`src/rtl/seq_alu.sv`:
```
// seq_alu: sequential ALU with single-cycle add/sub/and/or/slt and iterative
// shift-add multiply and restoring divide (one result bit per clock).
// Build option: define SEQ_ALU_DIV_EN to compile in the divider datapath;
// without it, opcode 110 is handled exactly like the reserved opcode 111.
module seq_alu #(
    parameter int WIDTH = 32
) (
    input  logic             clk,
    input  logic             rst,
    input  logic             start,
    input  logic [2:0]       alusel,
    input  logic [WIDTH-1:0] a,
    input  logic [WIDTH-1:0] b,
    output logic [WIDTH-1:0] c,
    output logic [WIDTH-1:0] hi,
    output logic             z,
    output logic             busy,
    output logic             done
);

    localparam int CNT_W = $clog2(WIDTH) + 1;

    localparam logic [2:0] OP_ADD  = 3'b000;
    localparam logic [2:0] OP_SUB  = 3'b001;
    localparam logic [2:0] OP_AND  = 3'b010;
    localparam logic [2:0] OP_OR   = 3'b011;
    localparam logic [2:0] OP_SLT  = 3'b100;
    localparam logic [2:0] OP_MUL  = 3'b101;
`ifdef SEQ_ALU_DIV_EN
    localparam logic [2:0] OP_DIVU = 3'b110;
`endif

    typedef enum logic [1:0] {IDLE, CALC, DONE} state_t;

    state_t             state_q, state_d;
    logic [WIDTH-1:0]   a_q;        // multiplicand
`ifdef SEQ_ALU_DIV_EN
    logic [WIDTH-1:0]   b_q;        // divisor
    logic [2:0]         op_q;       // opcode of the op in flight
`endif
    logic [CNT_W-1:0]   cnt_q;
    logic [WIDTH-1:0]   acc_q;      // product high word / partial remainder
    logic [WIDTH-1:0]   sh_q;       // multiplier shifting out / quotient shifting in
    logic [WIDTH-1:0]   c_q, hi_q;
    logic               z_q;

    logic               accept;
    logic               iter_op;
    logic               last_iter;
    logic [WIDTH-1:0]   sc_res;
    logic [WIDTH:0]     mul_sum;
    logic [WIDTH-1:0]   iter_hi, iter_lo;
`ifdef SEQ_ALU_DIV_EN
    logic [WIDTH:0]     div_shift;
    logic [WIDTH:0]     div_diff;
    logic               div_ge;
`endif

    // Request decode, single-cycle result and one multiply/divide step.
    always_comb begin
        accept    = start && (state_q != CALC);
        last_iter = (cnt_q == CNT_W'(WIDTH - 1));
`ifdef SEQ_ALU_DIV_EN
        iter_op   = (alusel == OP_MUL) || (alusel == OP_DIVU);
`else
        iter_op   = (alusel == OP_MUL);
`endif
        sc_res = '0;
        case (alusel)
            OP_ADD:  sc_res = a + b;
            OP_SUB:  sc_res = a - b;
            OP_AND:  sc_res = a & b;
            OP_OR:   sc_res = a | b;
            OP_SLT:  sc_res = (a < b) ? WIDTH'(1) : '0;
            default: sc_res = '0;
        endcase

        // Shift-add: add multiplicand when the multiplier LSB is set, then
        // shift the {acc, multiplier} pair right by one.
        mul_sum = {1'b0, acc_q} + (sh_q[0] ? {1'b0, a_q} : '0);
        iter_hi = mul_sum[WIDTH:1];
        iter_lo = {mul_sum[0], sh_q[WIDTH-1:1]};
`ifdef SEQ_ALU_DIV_EN
        // Restoring step: bring in the next dividend bit and subtract when it
        // fits. A zero divisor always "fits", which naturally yields an
        // all-ones quotient and leaves the dividend as the remainder.
        div_shift = {acc_q, sh_q[WIDTH-1]};
        div_diff  = div_shift - {1'b0, b_q};
        div_ge    = (div_shift >= {1'b0, b_q});
        if (op_q == OP_DIVU) begin
            iter_hi = div_ge ? div_diff[WIDTH-1:0] : div_shift[WIDTH-1:0];
            iter_lo = {sh_q[WIDTH-2:0], div_ge};
        end
`endif
    end

    // Next-state logic: single-cycle ops go straight to DONE.
    always_comb begin
        state_d = state_q;
        case (state_q)
            IDLE:    if (start) state_d = iter_op ? CALC : DONE;
            CALC:    if (last_iter) state_d = DONE;
            DONE:    state_d = start ? (iter_op ? CALC : DONE) : IDLE;
            default: state_d = IDLE;
        endcase
    end

    // State register.
    always_ff @(posedge clk or negedge rst) begin
        if (!rst) state_q <= IDLE;
        else      state_q <= state_d;
    end

    // Operand capture, iteration datapath and result registers.
    always_ff @(posedge clk or negedge rst) begin
        if (!rst) begin
            a_q   <= '0;
`ifdef SEQ_ALU_DIV_EN
            b_q   <= '0;
            op_q  <= '0;
`endif
            cnt_q <= '0;
            acc_q <= '0;
            sh_q  <= '0;
            c_q   <= '0;
            hi_q  <= '0;
            z_q   <= 1'b1;
        end else if (accept) begin
            a_q   <= a;
`ifdef SEQ_ALU_DIV_EN
            b_q   <= b;
            op_q  <= alusel;
`endif
            cnt_q <= '0;
            acc_q <= '0;
            sh_q  <= (alusel == OP_MUL) ? b : a;
            if (!iter_op) begin
                c_q  <= sc_res;
                hi_q <= '0;
                z_q  <= (sc_res == '0);
            end
        end else if (state_q == CALC) begin
            acc_q <= iter_hi;
            sh_q  <= iter_lo;
            cnt_q <= last_iter ? cnt_q : cnt_q + 1'b1;
            if (last_iter) begin
                c_q  <= iter_lo;
                hi_q <= iter_hi;
                z_q  <= (iter_lo == '0);
            end
        end
    end

    assign c    = c_q;
    assign hi   = hi_q;
    assign z    = z_q;
    assign busy = (state_q == CALC);
    assign done = (state_q == DONE);

endmodule

```
`config.mk`:
```
export PLATFORM = sky130hd
export DESIGN_NAME = seq_alu
export DESIGN_NICKNAME = d
export VERILOG_FILES = /design/src/rtl/seq_alu.sv
export SDC_FILE = /design/constraint.sdc
export NUM_CORES = 1
export LEC_CHECK = 0
export CELL_PAD_IN_SITES_DETAIL_PLACEMENT = 1
export CELL_PAD_IN_SITES_GLOBAL_PLACEMENT = 2
export CORE_MARGIN = 4
export CORE_UTILIZATION = 38
export CTS_BUF_LIST = sky130_fd_sc_hd__clkbuf_16
export CTS_CLUSTER_DIAMETER = 100
export DETAILED_ROUTE_END_ITERATION = 10
export GPL_TIMING_DRIVEN = 0
export PLACE_DENSITY = 0.92
export SYNTH_ARGS = -nofsm -noshare
export SYNTH_HDL_FRONTEND = slang
export SYNTH_SLANG_ARGS = --single-unit
```
`constraint.sdc`:
```
create_clock -name clk -period 7.9 [get_ports clk]
set_input_delay 1.975 -clock clk [delete_from_list [all_inputs] [get_ports clk]]
set_output_delay 1.975 -clock clk [all_outputs]
set_load 0.01 [all_outputs]
```
==> impl_metrics.py, run 1 <==
metrics = {
    "detailed_routing": {
        "postRouteAntennaNets": 0,
        "drcViolationCount": 0,
        "routedWlPerCell_um": 24.7,
        "routed_wl_um": 58900,
        "drt_iter0_drc": 1267,
        "vias": 14300,
        "via_per_inst": 6.01,
        "first_pass_iters": 6,
    },
    "synthesis": {
        "syn_area_per_cell_um2": 7.95,
        "synth_compound_area_share_pct": 27.6,
        "synthSimpleGateAreaFrac_pct": 19.5,
        "synthFlopType": "dfrtp_1",
        "synth_top_family_by_area": "compound AO/OA/AOI/OAI gates",
        "synth_warnings": 0,
        "yosysTopAreaCell": "dfrtp_1",
        "ys_ff_latch": 169,
        "synthTopCellsByCount": "243 x nand2_1, 168 x dfrtp_1, 150 x o21ai_0",
        "synthAdderAreaFrac_pct": 12.8,
        "yosysSeqAreaShare_pct": 30.4,
        "syn_inst": 1751,
        "synthMuxAreaShare_pct": 0.737,
        "synth_top_area_share_pct": 30.2,
        "syn_area_um2": 13900,
        "yosys.cell_types.count": 78,
        "yosysMostFrequentCell": "nand2_1",
        "synth-async-reset-ratio_pct": 100,
        "syn_nets": 1962,
        "synth_xor_xnor_area_share_pct": 2.96,
        "netlist_top_cells_area": "dfrtp_1 30%, ha_1 12%, nand2_1 6.6%",
        "synth_edf_count": 0,
    },
    "worst_setup_path": {
        "path_buf_inv": 6,
        "endpoint_kind": "flip-flop",
        "worst_path_max_delay_cell": "buf_1",
        "critPathLaunchType": "input pin",
        "cp_data_arrival_time_ns": 6.89,
        "path_cells": "buf_2, clkbuf_1, buf_1, clkbuf_1, nand3_1, a21oi_1, clkbuf_1, buf_1, nand2_1, o31ai_1",
        "required_ns": 8.22,
        "cp_top_family": "buffers and inverters",
        "cp_max_fo": 10,
        "slowest_delay_ns": 0.72,
        "crit_top_cell": "clkbuf_1",
        "worstSetupPathType": "in2reg",
    },
    "place": {
        "port_buffers": 133,
        "postPlaceCellArea_um2": 15900,
        "place_hpwl_um": 47200,
        "dp_slack_ns": 1.17,
        "dp_cells": 2347,
        "gp_congestion": 0.962,
    },
    "finish": {
        "nFillCells": 4362,
        "stdcell_area_um2": 16500,
        "fin_util_pct": 46.0,
        "fin_nets": 2116,
        "multi_input_area_um2": 8870,
        "diodes": 0,
        "syn2layout_area_growth_pct": 18.5,
        "drive_above_1_share_pct": 3.60,
        "fin_cells": 2379,
        "regArea_um2": 4230,
    },
    "timing": {
        "slew_viol_final": 0,
        "worstMarginPinSlew_ns": 1.27,
        "period_share_pct": 83.1,
        "finalClockSkew_ns": 0.00975,
        "setup_viol": 0,
        "max_freq_mhz": 152,
        "finalHoldViolations": 0,
        "rsz0062_at_grt": "false",
        "fin_crit_ns": 6.57,
        "relSlewSlack_pct": 14.9,
        "fin_ws_ns": 1.33,
    },
    "power": {
        "leakagePower_nw": 7.47,
        "ir_worst_vdd_uv": 144,
        "power_density_nw_per_um2": 180,
        "power_mw": 2.97,
    },
    "job": {
        "max_cap_violations": 0,
    },
    "grt": {
        "grt_util_all_layers_pct": 29.2,
        "antenna_found_initial": 0,
        "grt-ovfl-total": 0,
        "grt_pass1_wl_um": 88900,
        "grt_max_degree": 121,
        "grt_pass1_vias": 14800,
    },
    "clock_tree": {
        "cts_hold_buf": 0,
        "cts_tree": "yes",
        "post_cts_buffers": 0,
        "clock_path_buffers": 2,
        "ctsResizeCount": 0,
        "cts_max_level": 4,
        "clk_pin_slew_worst_paths_ns": 0.07,
        "cts_root_buffer": "clkbuf_16",
        "cts_buffers": 17,
        "cts_sinks": 169,
        "clock_latency_ns": 0.44,
    },
    "worst_hold_path": {
        "hold_path.class": "reg2reg",
    },
    "floorplanning": {
        "die_h_um": 199,
        "num_rows": 69,
        "die-area_um2": 39700,
        "die_w_um": 199,
        "initial_utilization_pct": 38.8,
        "io_pins": 137,
        "coreArea_um2": 35800,
    },
    "outcome": {
        "status": "finished clean",
    },
}
[registers in the layout, summed over array words and instances (netlist names)]
signal   cells
a_q         32
sh_q        32
cnt_q        6
c           32
hi          32
z            1
acc_q       32
state_q      2
[power breakdown]
part | internal, mW | leakage (nW) | switching [mW]
Combinational | 0.378 | 5.01 | 0.641
Sequential | 0.972 | 2.17 | 0.0892
Clock | 0.504 | 0.298 | 0.387
Total | 1.85 | 7.47 | 1.12
[metrics by stage]
stage                     hold WS (ns)  TNS, ns
final                            0.473        0
after global routing             0.496        0
after CTS                        0.480        0
after detailed placement         0.464        0
after global placement           0.456  -356.85
after floorplan                  0.442        0
[routing by layer]
metal | GRT usage (%) | up-vias | part of all wire, %
met2 | 49.0 | 587 | 47
met1 | 39.3 | 7051 | 43
met3 | 3.30 | 117 | 6.2
li1 | - | 6551 | -
met4 | 10.1 | 0 | 3.8
met5 | 0 | - | 0
[worst paths after layout]
path,from,end,slack [ns],cells past startpoint
worst max-delay path,alusel[0],hi[28],1.33,10
worst min-delay path,a_q[5],a_q[5],0.47,2
worst max register to register,state_q[1],hi[28],3.95,9
worst min register to register,a_q[5],a_q[5],0.47,2
max in group asynchronous,rst,a_q[30],5.54,2
min in group asynchronous,rst,cnt_q[2],1.42,1
[area by class of cell]
| class | count | share of cell area [%] |
|---|---|---|
| timing repair buffer | 135 | 8.32 |
| buffer | 104 | 2.52 |
| inverter | 108 | 2.46 |
| multi-input combinational | 1370 | 53.8 |
| clock inverter | 15 | 1.15 |
| clock buffer | 17 | 2.58 |
| sequential | 169 | 25.7 |
| tap | 461 | 3.50 |
[worst register-to-register path, stage by stage (launching register included)]
cell and delay, ns:
dfrtp_1 0.38, nand2b_1 0.16, clkbuf_1 0.33, and2_1 0.31, clkbuf_1 0.33, a21oi_1 0.62
clkbuf_1 0.66, buf_1 0.72, nand2_1 0.17, o31ai_1 0.13
[logic make-up after synthesis]
kind of cell               count (synthesis)
and+or+nand+nor                          580
AOI/OAI and AO/OA                        593
adders and majority gates                141
DFF                                      169
muxes                                      9
xor gates and xnor gates                  47
buffers and inverters                    212
[cells in the final DEF, fill, tap and decap left out, types with 28 or more instances in the layout]
master / synthesis / routed
a21oi_1: 141 / 141
xnor2_1: 32 / 32
a211oi_1: 28 / 28
nand2_1: 243 / 243
inv_1: 102 / 103
dfrtp_1: 168 / 168
nor2_1: 122 / 122
nor3_1: 30 / 30
ha_1: 138 / 138
o31ai_1: 32 / 32
a21o_1: 42 / 42
and2_1: 40 / 40
clkdlybuf4s50_1: 0 / 132
o211ai_1: 35 / 35
clkbuf_1: 73 / 73
o21ai_0: 150 / 150
Power figures use the tool's default switching activity.
==> run 2, diff against run 1 <==
--- a/config.mk
+++ b/config.mk
@@ -8,12 +8,12 @@
 export CELL_PAD_IN_SITES_DETAIL_PLACEMENT = 1
 export CELL_PAD_IN_SITES_GLOBAL_PLACEMENT = 2
 export CORE_MARGIN = 4
-export CORE_UTILIZATION = 38
+export CORE_UTILIZATION = 35
 export CTS_BUF_LIST = sky130_fd_sc_hd__clkbuf_16
 export CTS_CLUSTER_DIAMETER = 100
 export DETAILED_ROUTE_END_ITERATION = 10
 export GPL_TIMING_DRIVEN = 0
-export PLACE_DENSITY = 0.92
+export PLACE_DENSITY = 0.86
 export SYNTH_ARGS = -nofsm -noshare
 export SYNTH_HDL_FRONTEND = slang
 export SYNTH_SLANG_ARGS = --single-unit
==> constraint.sdc (replaced) <==
create_clock -name clk -period 6.11 [get_ports clk]
set_input_delay 1.5275 -clock clk [delete_from_list [all_inputs] [get_ports clk]]
set_output_delay 1.5275 -clock clk [all_outputs]
set_load 0.01 [all_outputs]
==> run 2 against run 1 <==
Via count decreased by 0.54%. Combinational power grew 29%. Sequential cell count stayed put. Highest routed layer unchanged. Critical endpoint is now z. Clock skew up 0.0031 ns. Setup slack got worse by 1.2 ns. Final cell count increased by 2.4%. Largest power group unchanged.
==> impl_metrics.py, run 2 (synthesized netlist as in run 1, its figures left out) <==
metrics = {
    "worst_setup_path": {
        "cp_max_fo": 10,
        "slowest_delay_ns": 0.99,
        "cp_data_arrival_time_ns": 6.34,
        "cp_top_family": "compound AO/OA/AOI/OAI gates",
        "required_ns": 6.49,
        "worst-path-stages": 15,
        "worst_path_max_delay_cell": "nor4_1",
        "worstSetupPathType": "in2reg",
        "r2r_slack_ns": 2.05,
        "path_cells": "clkdlybuf4s50_1, inv_1, ha_1, clkbuf_1, nor2b_1, a211oi_1, o21ai_1, a41oi_1, nor4_1, o32ai_1, a211oi_1, xnor2_1, o211ai_1, a2111o_1, o21ai_1",
        "critPathLaunchType": "input pin",
        "reg2reg_depth": 15,
        "endpoint_kind": "flip-flop",
        "path_buf_inv": 3,
        "r2r_start": "sh_q[0]",
        "r2r_end": "hi[30]",
    },
    "timing": {
        "period_share_pct": 97.5,
        "rsz0062_at_grt": "false",
        "fin_crit_ns": 5.96,
        "relSlewSlack_pct": 15.9,
        "finalHoldViolations": 0,
        "slew_viol_final": 0,
        "fin_ws_ns": 0.152,
        "worstMarginPinSlew_ns": 1.25,
        "max_freq_mhz": 168,
        "setup_viol": 0,
        "finalClockSkew_ns": 0.0128,
    },
    "place": {
        "port_buffers": 133,
        "gp_congestion": 0.948,
        "dp_slack_ns": -0.252,
        "dp_cells": 2404,
        "postPlaceCellArea_um2": 15900,
        "place_hpwl_um": 48400,
    },
    "power": {
        "leakagePower_nw": 7.47,
        "power_mw": 3.79,
        "ir_worst_vdd_uv": 190,
        "power_density_nw_per_um2": 229,
    },
    "grt": {
        "grt_use_met2_pct": 45.2,
        "grt_pass1_wl_um": 90500,
        "grt_busiest_layer": "met2",
        "antenna_found_initial": 0,
        "grt-ovfl-total": 0,
        "grt_util_all_layers_pct": 26.9,
        "grt_use_met1_pct": 36.7,
        "grt_max_degree": 105,
        "use_met3_pct": 2.77,
        "grt_pass1_vias": 14600,
    },
    "worst_hold_path": {
        "holdPathStages": 2,
        "hp-start": "c[25]",
        "hold_path.class": "reg2reg",
        "min_to": "c[25]",
    },
    "clock_tree": {
        "cts_sinks": 169,
        "cts_hold_buf": 0,
        "cts_tree": "yes",
        "clk_pin_slew_worst_paths_ns": 0.07,
        "cts_buffers": 17,
        "clock_latency_ns": 0.44,
        "ctsResizeCount": 0,
        "cts_max_level": 4,
        "post_cts_buffers": 0,
        "cts_root_buffer": "clkbuf_16",
        "clock_path_buffers": 2,
    },
    "detailed_routing": {
        "routed_wl_um": 59900,
        "routedWlPerCell_um": 24.6,
        "first_pass_iters": 5,
        "via_per_inst": 5.84,
        "postRouteAntennaNets": 0,
        "vias": 14200,
        "drt_iter0_drc": 1093,
        "drcViolationCount": 0,
    },
    "finish": {
        "most-common-layout-cells": "243 x nand2_1, 168 x dfrtp_1, 150 x o21ai_0",
        "drive_above_1_share_pct": 3.34,
        "fin_nets": 2116,
        "syn2layout_area_growth_pct": 18.8,
        "layout_commonest_cell": "nand2_1",
        "diodes": 0,
        "fin_cells": 2436,
        "stdcell_area_um2": 16500,
    },
    "floorplanning": {
        "die-area_um2": 43000,
        "coreArea_um2": 39000,
        "die_w_um": 207,
        "num_rows": 72,
        "die_h_um": 207,
        "initial_utilization_pct": 35.7,
        "io_pins": 137,
    },
    "job": {
        "max_cap_violations": 0,
    },
    "outcome": {
        "status": "finished clean",
    },
}
[run 2: changes by cell type in the layout (fill, tap and decap cells not counted), sizes merged]
| cell | before | now |
|---|---|---|
| buf | 34 | 33 |
| clkinvlp | 2 | 0 |
| clkinv | 5 | 8 |
| clkbuf | 90 | 91 |
| inv | 113 | 112 |
[run 2: area by class of cell]
cell class              count  area, um^2
multi-input cells        1370        8870
fillers                  4732       22500
flip-flops and latches    169        4230
repair buffers            135        1370
clock buffers              17         425
well taps                 518         648
clock inverters            15         156
inverters                 108         405
plain buffers             104         417
[run 2: power by group]
part	internal, mW	leakage, nW	total [mW]	switching, mW
clock	0.636	0.292	1.09	0.456
combinational	0.490	5.01	1.32	0.832
sequential	1.26	2.17	1.37	0.115
[run 2: worst max path at each step]
stage               from    end  slack [ns]
2_1_floorplan       a[0]      z        1.58
3_3_place_gp         rst  c[21]       -3.58
3_5_place_dp   alusel[0]   c[2]       -0.25
4_1_cts        alusel[0]   c[2]        0.17
5_1_grt        alusel[0]   c[0]        0.03
6_report           a[16]      z        0.15
[run 2: per-layer routing]
metal	routed length (um)	share of wire, %
met3	3140	5.2
met1	26700	45
met5	0	0
met2	28100	47
met4	1930	3.2
[run 2: stage by stage]
stage / TNS [ns] / hold WS (ns) / utilization (%)
CTS: 0 / 0.475 / 42.4
global route: 0 / 0.504 / 42.4
floorplan: 0 / 0.442 / -
finish: 0 / 0.470 / 42.4
detailed placement: -3.77 / 0.459 / 40.9
global placement: -605.17 / 0.454 / 40.7
[run 2: worst min-delay path, delay by kind of cell, from the launching register on]
kind / cells / cell delay (ns)
flip-flops: 1 / 0.34
AND/OR/NAND/NOR: 2 / 0.10
